--- src/rtl/tlb_lookup_ctrl.sv ---
// TLB lookup/refill controller: set lookup, page-walk refill, LRU ageing; hit resp 6 cycles after accept, held until resp_ready.
// Optional `TLB_FLUSH_EN adds flush_req/flush_done and a full invalidate sweep (one entry per cycle).
module tlb_lookup_ctrl #(
  parameter int NUM_SETS       = 16,
  parameter int NUM_WAYS       = 4,
  parameter int SET_INDEX_BITS = 4,
  parameter int LRU_BITS       = 4,
  localparam int WAY_BITS      = $clog2(NUM_WAYS)
) (
  input  logic                         clk,
  input  logic                         rst,
  input  logic                         req_valid,
  output logic                         req_ready,
  input  logic [31:0]                  req_va,
  input  logic                         req_write,
  output logic                         resp_valid,
  input  logic                         resp_ready,
  output logic [31:0]                  resp_pa,
  output logic                         resp_hit,
  output logic                         resp_fault,
  output logic [SET_INDEX_BITS-1:0]    rd_set_index,
  input  logic [NUM_WAYS-1:0]          rd_valid,
  input  logic [NUM_WAYS*20-1:0]       rd_vpn,
  input  logic [NUM_WAYS*20-1:0]       rd_ppn,
  input  logic [NUM_WAYS*2-1:0]        rd_perms,
  input  logic [NUM_WAYS*LRU_BITS-1:0] rd_lru_count,
  output logic                         wr_en,
  output logic [SET_INDEX_BITS-1:0]    wr_set_index,
  output logic [WAY_BITS-1:0]          wr_way,
  output logic                         wr_valid,
  output logic [19:0]                  wr_vpn,
  output logic [19:0]                  wr_ppn,
  output logic [1:0]                   wr_perms,
  output logic [LRU_BITS-1:0]          wr_lru_count,
  output logic                         lru_update_en,
  output logic [SET_INDEX_BITS-1:0]    lru_set_index,
  output logic [WAY_BITS-1:0]          lru_way,
  output logic [LRU_BITS-1:0]          lru_value,
  output logic                         ptw_req_valid,
  input  logic                         ptw_req_ready,
  output logic [19:0]                  ptw_vpn,
  input  logic                         ptw_resp_valid,
  input  logic [19:0]                  ptw_resp_ppn,
  input  logic [1:0]                   ptw_resp_perms,
  input  logic                         ptw_resp_fault
`ifdef TLB_FLUSH_EN
  ,
  input  logic                         flush_req,
  output logic                         flush_done
`endif
);

  typedef enum logic [2:0] {
    ST_IDLE,
    ST_LOOKUP,
    ST_WALK_REQ,
    ST_WALK_WAIT,
    ST_REFILL,
    ST_AGE,
    ST_RESP
`ifdef TLB_FLUSH_EN
    , ST_FLUSH
`endif
  } state_t;

  state_t                    r_state;
  state_t                    w_next;
  logic [31:0]               r_va;
  logic                      r_write;
  logic                      r_hit;
  logic                      r_walk_fault;
  logic                      r_out_en;
  logic [WAY_BITS-1:0]       r_target;
  logic [WAY_BITS-1:0]       r_victim;
  logic [WAY_BITS-1:0]       r_age_k;
  logic [19:0]               r_ppn;
  logic [1:0]                r_perms;
`ifdef TLB_FLUSH_EN
  logic [SET_INDEX_BITS+WAY_BITS-1:0] r_flush_idx;
  logic                      r_flush_done;
`endif

  logic [19:0]               w_vpn;
  logic [SET_INDEX_BITS-1:0] w_set;
  logic                      w_hit;
  logic [WAY_BITS-1:0]       w_hit_way;
  logic                      w_has_invalid;
  logic [WAY_BITS-1:0]       w_inv_way;
  logic [WAY_BITS-1:0]       w_min_way;
  logic [LRU_BITS-1:0]       w_min_cnt;
  logic [WAY_BITS-1:0]       w_victim;
  logic [LRU_BITS-1:0]       w_age_count;
  logic                      w_fault;
  logic                      w_accept;

  assign w_vpn        = r_va[31:12];
  // NUM_SETS is a power of two, so this reduces to the low VPN bits.
  assign w_set        = SET_INDEX_BITS'(w_vpn % NUM_SETS);
  assign rd_set_index = w_set;
  assign w_age_count  = rd_lru_count[LRU_BITS*r_age_k +: LRU_BITS];
  assign w_fault      = r_walk_fault | (r_write ? ~r_perms[1] : ~r_perms[0]);
  assign w_accept     = (r_state == ST_IDLE) && req_valid && req_ready;

  // Descending scans leave the lowest matching/invalid way; strict < keeps the lowest on LRU ties.
  always_comb begin
    w_hit         = 1'b0;
    w_hit_way     = '0;
    w_has_invalid = 1'b0;
    w_inv_way     = '0;
    for (int w = NUM_WAYS - 1; w >= 0; w--) begin
      if (rd_valid[w] && (rd_vpn[20*w +: 20] == w_vpn)) begin
        w_hit     = 1'b1;
        w_hit_way = WAY_BITS'(w);
      end
      if (!rd_valid[w]) begin
        w_has_invalid = 1'b1;
        w_inv_way     = WAY_BITS'(w);
      end
    end
    w_min_way = '0;
    w_min_cnt = rd_lru_count[LRU_BITS-1:0];
    for (int w = 1; w < NUM_WAYS; w++) begin
      if (rd_lru_count[LRU_BITS*w +: LRU_BITS] < w_min_cnt) begin
        w_min_cnt = rd_lru_count[LRU_BITS*w +: LRU_BITS];
        w_min_way = WAY_BITS'(w);
      end
    end
    w_victim = w_has_invalid ? w_inv_way : w_min_way;
  end

  always_ff @(posedge clk or negedge rst) begin
    if (!rst) r_state <= ST_IDLE;
    else      r_state <= w_next;
  end

  always_comb begin
    w_next        = r_state;
    req_ready     = 1'b0;
    resp_valid    = 1'b0;
    resp_pa       = '0;
    resp_hit      = 1'b0;
    resp_fault    = 1'b0;
    wr_en         = 1'b0;
    wr_set_index  = '0;
    wr_way        = '0;
    wr_valid      = 1'b0;
    wr_vpn        = '0;
    wr_ppn        = '0;
    wr_perms      = '0;
    wr_lru_count  = '0;
    lru_update_en = 1'b0;
    lru_set_index = '0;
    lru_way       = '0;
    lru_value     = '0;
    ptw_req_valid = 1'b0;
    ptw_vpn       = '0;
    case (r_state)
      ST_IDLE: begin
`ifdef TLB_FLUSH_EN
        req_ready = r_out_en && !flush_req;
        if (r_out_en && flush_req) w_next = ST_FLUSH;
        else if (req_valid && req_ready) w_next = ST_LOOKUP;
`else
        req_ready = r_out_en;
        if (req_valid && req_ready) w_next = ST_LOOKUP;
`endif
      end
      ST_LOOKUP: w_next = w_hit ? ST_AGE : ST_WALK_REQ;
      ST_WALK_REQ: begin
        ptw_req_valid = 1'b1;
        ptw_vpn       = w_vpn;
        if (ptw_req_ready) w_next = ST_WALK_WAIT;
      end
      ST_WALK_WAIT: begin
        if (ptw_resp_valid) w_next = ptw_resp_fault ? ST_RESP : ST_REFILL;
      end
      ST_REFILL: begin
        wr_en        = 1'b1;
        wr_set_index = w_set;
        wr_way       = r_victim;
        wr_valid     = 1'b1;
        wr_vpn       = w_vpn;
        wr_ppn       = r_ppn;
        wr_perms     = r_perms;
        wr_lru_count = '0;
        w_next       = ST_AGE;
      end
      ST_AGE: begin
        lru_set_index = w_set;
        lru_way       = r_age_k;
        if (r_age_k == r_target) begin
          lru_update_en = 1'b1;
          lru_value     = '1;
        end else if (w_age_count != '0) begin
          lru_update_en = 1'b1;
          lru_value     = w_age_count - 1'b1;
        end
        if (r_age_k == WAY_BITS'(NUM_WAYS - 1)) w_next = ST_RESP;
      end
      ST_RESP: begin
        resp_valid = 1'b1;
        resp_hit   = r_hit;
        resp_fault = w_fault;
        resp_pa    = w_fault ? 32'h0 : {r_ppn, r_va[11:0]};
        if (resp_ready) w_next = ST_IDLE;
      end
`ifdef TLB_FLUSH_EN
      ST_FLUSH: begin
        wr_en        = 1'b1;
        wr_set_index = r_flush_idx[SET_INDEX_BITS+WAY_BITS-1:WAY_BITS];
        wr_way       = r_flush_idx[WAY_BITS-1:0];
        if (&r_flush_idx) w_next = ST_IDLE;
      end
`endif
      default: w_next = ST_IDLE;
    endcase
  end

  always_ff @(posedge clk or negedge rst) begin
    if (!rst) begin
      r_va         <= '0;
      r_write      <= 1'b0;
      r_hit        <= 1'b0;
      r_walk_fault <= 1'b0;
      r_out_en     <= 1'b0;
      r_target     <= '0;
      r_victim     <= '0;
      r_age_k      <= '0;
      r_ppn        <= '0;
      r_perms      <= '0;
`ifdef TLB_FLUSH_EN
      r_flush_idx  <= '0;
      r_flush_done <= 1'b0;
`endif
    end else begin
      r_out_en <= 1'b1;
      case (r_state)
        ST_IDLE: begin
          if (w_accept) begin
            r_va    <= req_va;
            r_write <= req_write;
          end
        end
        ST_LOOKUP: begin
          r_walk_fault <= 1'b0;
          r_hit        <= w_hit;
          r_age_k      <= '0;
          if (w_hit) begin
            r_target <= w_hit_way;
            r_ppn    <= rd_ppn[20*w_hit_way +: 20];
            r_perms  <= rd_perms[2*w_hit_way +: 2];
          end else begin
            r_victim <= w_victim;
          end
        end
        ST_WALK_WAIT: begin
          if (ptw_resp_valid) begin
            if (ptw_resp_fault) begin
              r_walk_fault <= 1'b1;
            end else begin
              r_ppn   <= ptw_resp_ppn;
              r_perms <= ptw_resp_perms;
            end
          end
        end
        ST_REFILL: r_target <= r_victim;
        ST_AGE:    r_age_k  <= r_age_k + 1'b1;
`ifdef TLB_FLUSH_EN
        ST_FLUSH:  r_flush_idx <= r_flush_idx + 1'b1;
`endif
        default: ;
      endcase
`ifdef TLB_FLUSH_EN
      r_flush_done <= (r_state == ST_FLUSH) && (&r_flush_idx);
`endif
    end
  end

`ifdef TLB_FLUSH_EN
  assign flush_done = r_flush_done;
`endif

endmodule

--- config.mk ---
export PLATFORM = sky130hd
export DESIGN_NAME = tlb_lookup_ctrl
export DESIGN_NICKNAME = d
export VERILOG_FILES = /design/src/rtl/tlb_lookup_ctrl.sv
export SDC_FILE = /design/constraint.sdc
export NUM_CORES = 1
export LEC_CHECK = 0
export ABC_AREA = 1
export CORE_AREA = 2 2 145 147
export DETAILED_ROUTE_END_ITERATION = 12
export DIE_AREA = 0 0 147 149
export MAX_ROUTING_LAYER = met4
export PLACE_DENSITY_LB_ADDON = 0.25
export SLEW_MARGIN = 15
export SYNTH_ARGS = -nofsm -noshare
export SYNTH_HDL_FRONTEND = slang
export SYNTH_SLANG_ARGS = --single-unit
export TNS_END_PERCENT = 5
--- constraint.sdc ---
create_clock -name clk -period 2.9 [get_ports clk]
set_input_delay 0.435 -clock clk [delete_from_list [all_inputs] [get_ports clk]]
set_output_delay 0.435 -clock clk [all_outputs]
set_load 0.05 [all_outputs]
Word-level counts from Yosys, hierarchy flattened
Cells that the tools add are included.
Word-level totals
  output and inout bits: 126
  bits in registers: 67
  word-level logic and storage cells: 129
Operators by class
  bitwise gates (word level): 4
  reduce and logical (&&, ||, !) cells: 18
  mux-type cells: 67
  shift operators: 3
  add/subtract/negate cells: 2
  eq/ne operators: 20
  multipliers: 1
  order comparisons: 3
Operators by type and width (number)
  $mux W20: 6
  $eq A20 B20 Y1: 4
  $shiftx A80 B8 Y20: 1
  $mux W32: 2
  $pmux W20 S2: 1
  $mux W2: 19
  $mux W4: 7
  $mux W1: 21
  $pmux W3 S7: 1
  $mux W3: 6
  $shiftx A16 B5 Y4: 1
  $ne A2 B2 Y1 const B: 7
  $lt A4 B4 Y1: 3
  $pmux W2 S2: 3
  $eq A3 B3 Y1 const B: 3
  $shiftx A8 B4 Y2: 1
  $logic_and A1 B1 Y1: 7
  $eq A3 B2 Y1 const B: 2
  $reduce_and A2 Y1: 3
  $reduce_bool A2 Y1: 3
  $mul A3 B2 Y5 const A: 1
  $reduce_and A5 Y1: 1
  $reduce_and A4 Y1: 1
  $reduce_bool A4 Y1: 1
  other kinds (11): 13

Logic depth before layout (Yosys ltp)
Gate-level depths: netlist (run 1).
  word-level depth: 10
  depth in mapped cells: 23

Least setup slack after synthesis (run 1)
No wires, ideal clock.
  path type: register to output
  start point: register r_state[2]
  end point: output port wr_vpn[0]
  arrival time: 3.589 ns
  data required time: 2.465 ns
  path slack: -1.124 ns
  buffers on the path: 2
  stages on the path, launching flop included: 7
  cells stage by stage: dfrtp_1 inv_1 nor3_1 clkinv_1 clkbuf_1 nor2_1 buf_4
Between the ends
  longest elaborated chain between the ends: 2
RTL lines
  start, declared: line 66  | state_t r_state;
  start signal, assigned: line 133  | else r_state <= w_next;
  $eq A3 B3 Y1: line 157  | case (r_state)
  $mux W20: line 157
  end, declared: line 31  | output logic [19:0] wr_vpn,
No other way between the ends.

Worst setup path after layout (run 1)
  start point: input port rd_lru_count[3]
  end point: register r_victim[1]
Between the ends
  longest elaborated chain between the ends: 7
  elaborated cells between the ends (all ways): 8
  those cells by class: order compare: 3; mux: 5
RTL lines
  start, declared: line 26  | input logic [NUM_WAYS*LRU_BITS-1:0] rd_lru_count,
  $lt A4 B4 Y1: line 123  | if (rd_lru_count[LRU_BITS*w +: LRU_BITS] < w_min_cnt) begin
  $mux W4 (*): line 123
  $lt A4 B4 Y1: line 123
  $mux W4: line 123
  $lt A4 B4 Y1: line 123
  $mux W2 (*): line 123
  $mux W2 (*): line 128  | w_victim = w_has_invalid ? w_inv_way : w_min_way;
  end signal, assigned: line 253  | r_victim <= w_victim;
  end, declared: line 74  | logic [WAY_BITS-1:0] r_victim;
Every way passes the cells marked *; elsewhere a longest branch is shown, timed or not.
A chain may end at the register's enable or synchronous reset.

==> out/metrics.cfg, run 1 <==
[status]
status=complete, no violations

[setup_path]
cp_slowest_stage_delay_ns=0.50
reg2reg_from=r_va[14]
cp_cell_sequence=clkdlybuf4s50_1 > inv_2 > ha_4 > nand2_1 > inv_1 > nand2_2 > nand2_4 > nand2_1 > o21ai_2 > ha_1 > nand2_1 > nand2_1 > nand2_2 > nand2_4 > nand2_1 > o21ai_0 > ha_1 > nand2_1 > nand2_1 > nand2_1 > nand2_1 > a21oi_1 > nand2_1 > nand2_1
critPathCaptureType=register
crit_family=simple AND/OR/NAND/NOR gates
crit_arrival_ns=3.06
crit_path_top_delay_cell=clkdlybuf4s50_1
r2r_slack_ns=0.29
critPathRequiredTime_ns=3.18
critPathBufInv=3
start_kind=input pin
crit_top_cell=nand2_1
crit_fanout=6
rr_endpoint=r_ppn[19]
critPathLaunch=rd_lru_count[3]
worstSetupPathType=in2reg
reg2reg_depth=15
cp.depth=24

[power]
power_frac_clock=0.130
ir_worst_vdd_uv=321.3
p_switching_mw=4.133
leakagePower_nw=5.386
power.internal_mw=3.952
swShare=0.5112
pwr_density_cell_nw_per_um2=697.2
pwr-share-seq=0.222
pwr-share-comb=0.648

[layout]
synthToLayoutAreaGrowth_pct=84.77
n_fill_cell=1999
fin_cells=1636
fin_nets=1617
drive_gt1_frac=0.1860

[sta]
setup_violations=0
hold_violations=0
rsz0062_at_grt=true
finalCriticalPeriod_ns=2.781
drv_slew=0
setup_tns_ns=0
worst_pin_slew_ns=0.9491
clock.fmax_mhz=359.6
holdWs_ns=0.2173
relSlewSlack=0.3673
fin_skew_ns=0.006507
final.period_utilization=0.9589

[clocking]
cts_sinks=67
htree_levels=3
root_buffer=clkbuf_16
ctsLongestPathBuffers=2
cts_tree=done
clock_latency_ns=0.34
cts-buffers-inserted=9
clkTransAtPathRegs_ns=0.06

[drt]
top_layer_used=met4
postRouteAntennaNets=0
viasPerCell=4.657
wl_met1_um=10640
dr_wl_met2_um=13240
drc=0
drtIter0Drc=261
wl_met3_um=1736
routedWlPerCell_um=15.96
dr_total_vias=7619
postRouteWirelength_um=26120
firstDrtPassIters=4

[grt]
antenna_found_initial=1
grt_pass1_vias=7589
grt_max_degree=68
grt_overflow=0
grt_pass1_wl_um=41010
track_usage=0.2469

[synthesis]
synth-seq-cells=67
synthMuxAreaShare=0
synth_edf_count=0
avgSynthCellArea_um2=6.257
yosys-top-cells-count=218 x nand2_1, 156 x nor2_1, 148 x inv_1
yosysWarnings=0
syn-instance-count=1003
synth_xor_area_frac=0.04884
synth.largest_area_cell=dfrtp_1
synth_compound_area_frac=0.1713
synth_fa_ha_area_frac=0.02392
synthTopCellsByArea=dfrtp_1 27%, nand2_1 13%, nor2_1 9.3%
synth_simple_gate_area_frac=0.3295
syn-cell-area_um2=6276
async_reset_ff_frac=1.000
synth_top_family_by_area=simple AND/OR/NAND/NOR gates
yosys.area.top_type_share=0.2671
seq_area_frac_synth=0.2671
synth.distinct_cells=47
synth_most_common_cell=nand2_1
ys.flop_type=dfrtp_1

[placed_design]
place_hpwl_um=20900
routabilityCongestion=0.8815
port_buffers=371
dp.cells=1619

[die]
start_util=0.3053
dieArea_um2=21900
top_level_ports=376
die_w_um=147
core.rowCount=53
die_y_um=149
core-area_um2=20560

[job]
cap_violations=0

[min_path]
hold_path_class=in2async

## power by group through the flow
stage / logic, mW / clock network, mW / registers (mW)
after CTS: 5.28 / 1.09 / 1.79
after detailed placement: 5.25 / 0 / 1.80
after global routing: 5.76 / 1.13 / 1.86
after global placement: 5.22 / 0 / 1.80
final: 5.24 / 1.05 / 1.79
after floorplan: 3.51 / 0 / 1.62
## cells by family after synthesis
group | after synthesis
AND/OR/NAND/NOR | 486
XOR/XNOR | 35
flip-flops | 67
buffers and inverters | 229
adder cells (fa/ha/maj) | 12
AO/OA/AOI/OAI | 172
other | 2
## worst reg2reg max path, delay by kind of cell (launching register included)
kind	cells	cell delay (ns)
AOI/OAI and AO/OA	1	0.25
buffers and inverters	3	0.54
and+or+nand+nor	11	1.25
DFF	1	0.46
## final cells by class
| type | count | area (µm²) | share of cell area |
|---|---|---|---|
| Inverter | 163 | 615.6 | 0.05309 |
| Timing Repair Buffer | 404 | 4822 | 0.4158 |
| Clock inverter | 6 | 41.29 | 0.003561 |
| Clock buffer | 10 | 239.0 | 0.02061 |
| Sequential cell | 67 | 1679 | 0.1448 |
| Multi-Input combinational cell | 710 | 3852 | 0.3322 |
| Antenna cell | 1 | 2.502 | 0.0002158 |
| Tap cell | 275 | 344.1 | 0.02967 |
## registers in the layout, indices dropped and copies added (netlist names)
name / cells
r_va: 32
r_ppn: 20
r_state: 3
r_age_k: 2
r_perms: 2
r_target: 2
r_victim: 2
r_hit: 1
r_out_en: 1
r_walk_fault: 1
r_write: 1
## worst max path at each step
stage / endpoint / slack, ns
4_1_cts: r_victim[1] / 0.002
3_5_place_dp: r_victim[0] / -0.55
3_3_place_gp: r_victim[1] / -0.49
2_1_floorplan: resp_pa[0] / -0.31
6_report: r_victim[1] / 0.12
5_1_grt: r_victim[0] / -0.12
## cells in the final DEF (no fill, tap or decap), types with 11 or more instances in the layout
cell             count
a21oi_1             36
buf_12              90
buf_4               52
clkdlybuf4s50_1    259
dfrtp_1             65
ha_1                11
inv_1              146
inv_2               14
nand2_1            213
nand3_1             35
nor2_1             153
nor3_2              29
o211ai_2            18
o21ai_0             76
xnor2_1             14
xor2_1              21
## metrics by stage
step	util	setup WS [ns]	power [mW]	instance area (µm²)
6_report	0.5641	0.1192	8.085	11600
2_1_floorplan	-	-0.3055	5.133	6462
5_1_grt	0.5641	-0.1207	8.744	11600
4_1_cts	0.5613	0.001926	8.167	11540
3_3_place_gp	0.5469	-0.4886	7.019	11240
3_5_place_dp	0.5469	-0.5481	7.056	11240
## layer usage
layer | global-route usage | vias to the layer above
met5 | - | -
met4 | 0.06106 | 0
met3 | 0.04159 | 30
met2 | 0.4408 | 289
met1 | 0.2909 | 3447
li1 | - | 3853
## repair_timing
action,in CTS,in global routing
hold buffers,0,0
setup endpoints to repair,2,23
gates resized for setup,7,15
pin swaps,2,1
buffers inserted,0,0
Note: power is estimated with default switching activity, not from simulation.
==> inputs of run 2 (changes only) <==
--- a/config.mk
+++ b/config.mk
@@ -11,7 +11,7 @@
 export DIE_AREA = 0 0 147 149
 export MAX_ROUTING_LAYER = met4
 export PLACE_DENSITY_LB_ADDON = 0.25
-export SLEW_MARGIN = 15
+export SLEW_MARGIN = 0
 export SYNTH_ARGS = -nofsm -noshare
 export SYNTH_HDL_FRONTEND = slang
 export SYNTH_SLANG_ARGS = --single-unit
==> results of run 2 <==
Final layout, timing and power as in run 1 (identical DEF).
==> inputs of run 3 (changes only) <==
--- a/config.mk
+++ b/config.mk
@@ -7,6 +7,8 @@
 export LEC_CHECK = 0
 export ABC_AREA = 1
 export CORE_AREA = 2 2 145 147
+export CTS_BUF_LIST = sky130_fd_sc_hd__clkbuf_4 sky130_fd_sc_hd__clkbuf_8 sky130_fd_sc_hd__clkbuf_16
+export CTS_CLUSTER_SIZE = 8
 export DETAILED_ROUTE_END_ITERATION = 12
 export DIE_AREA = 0 0 147 149
 export MAX_ROUTING_LAYER = met4
==> results of run 3 <==
Final layout, timing and power as in run 1 (identical DEF).
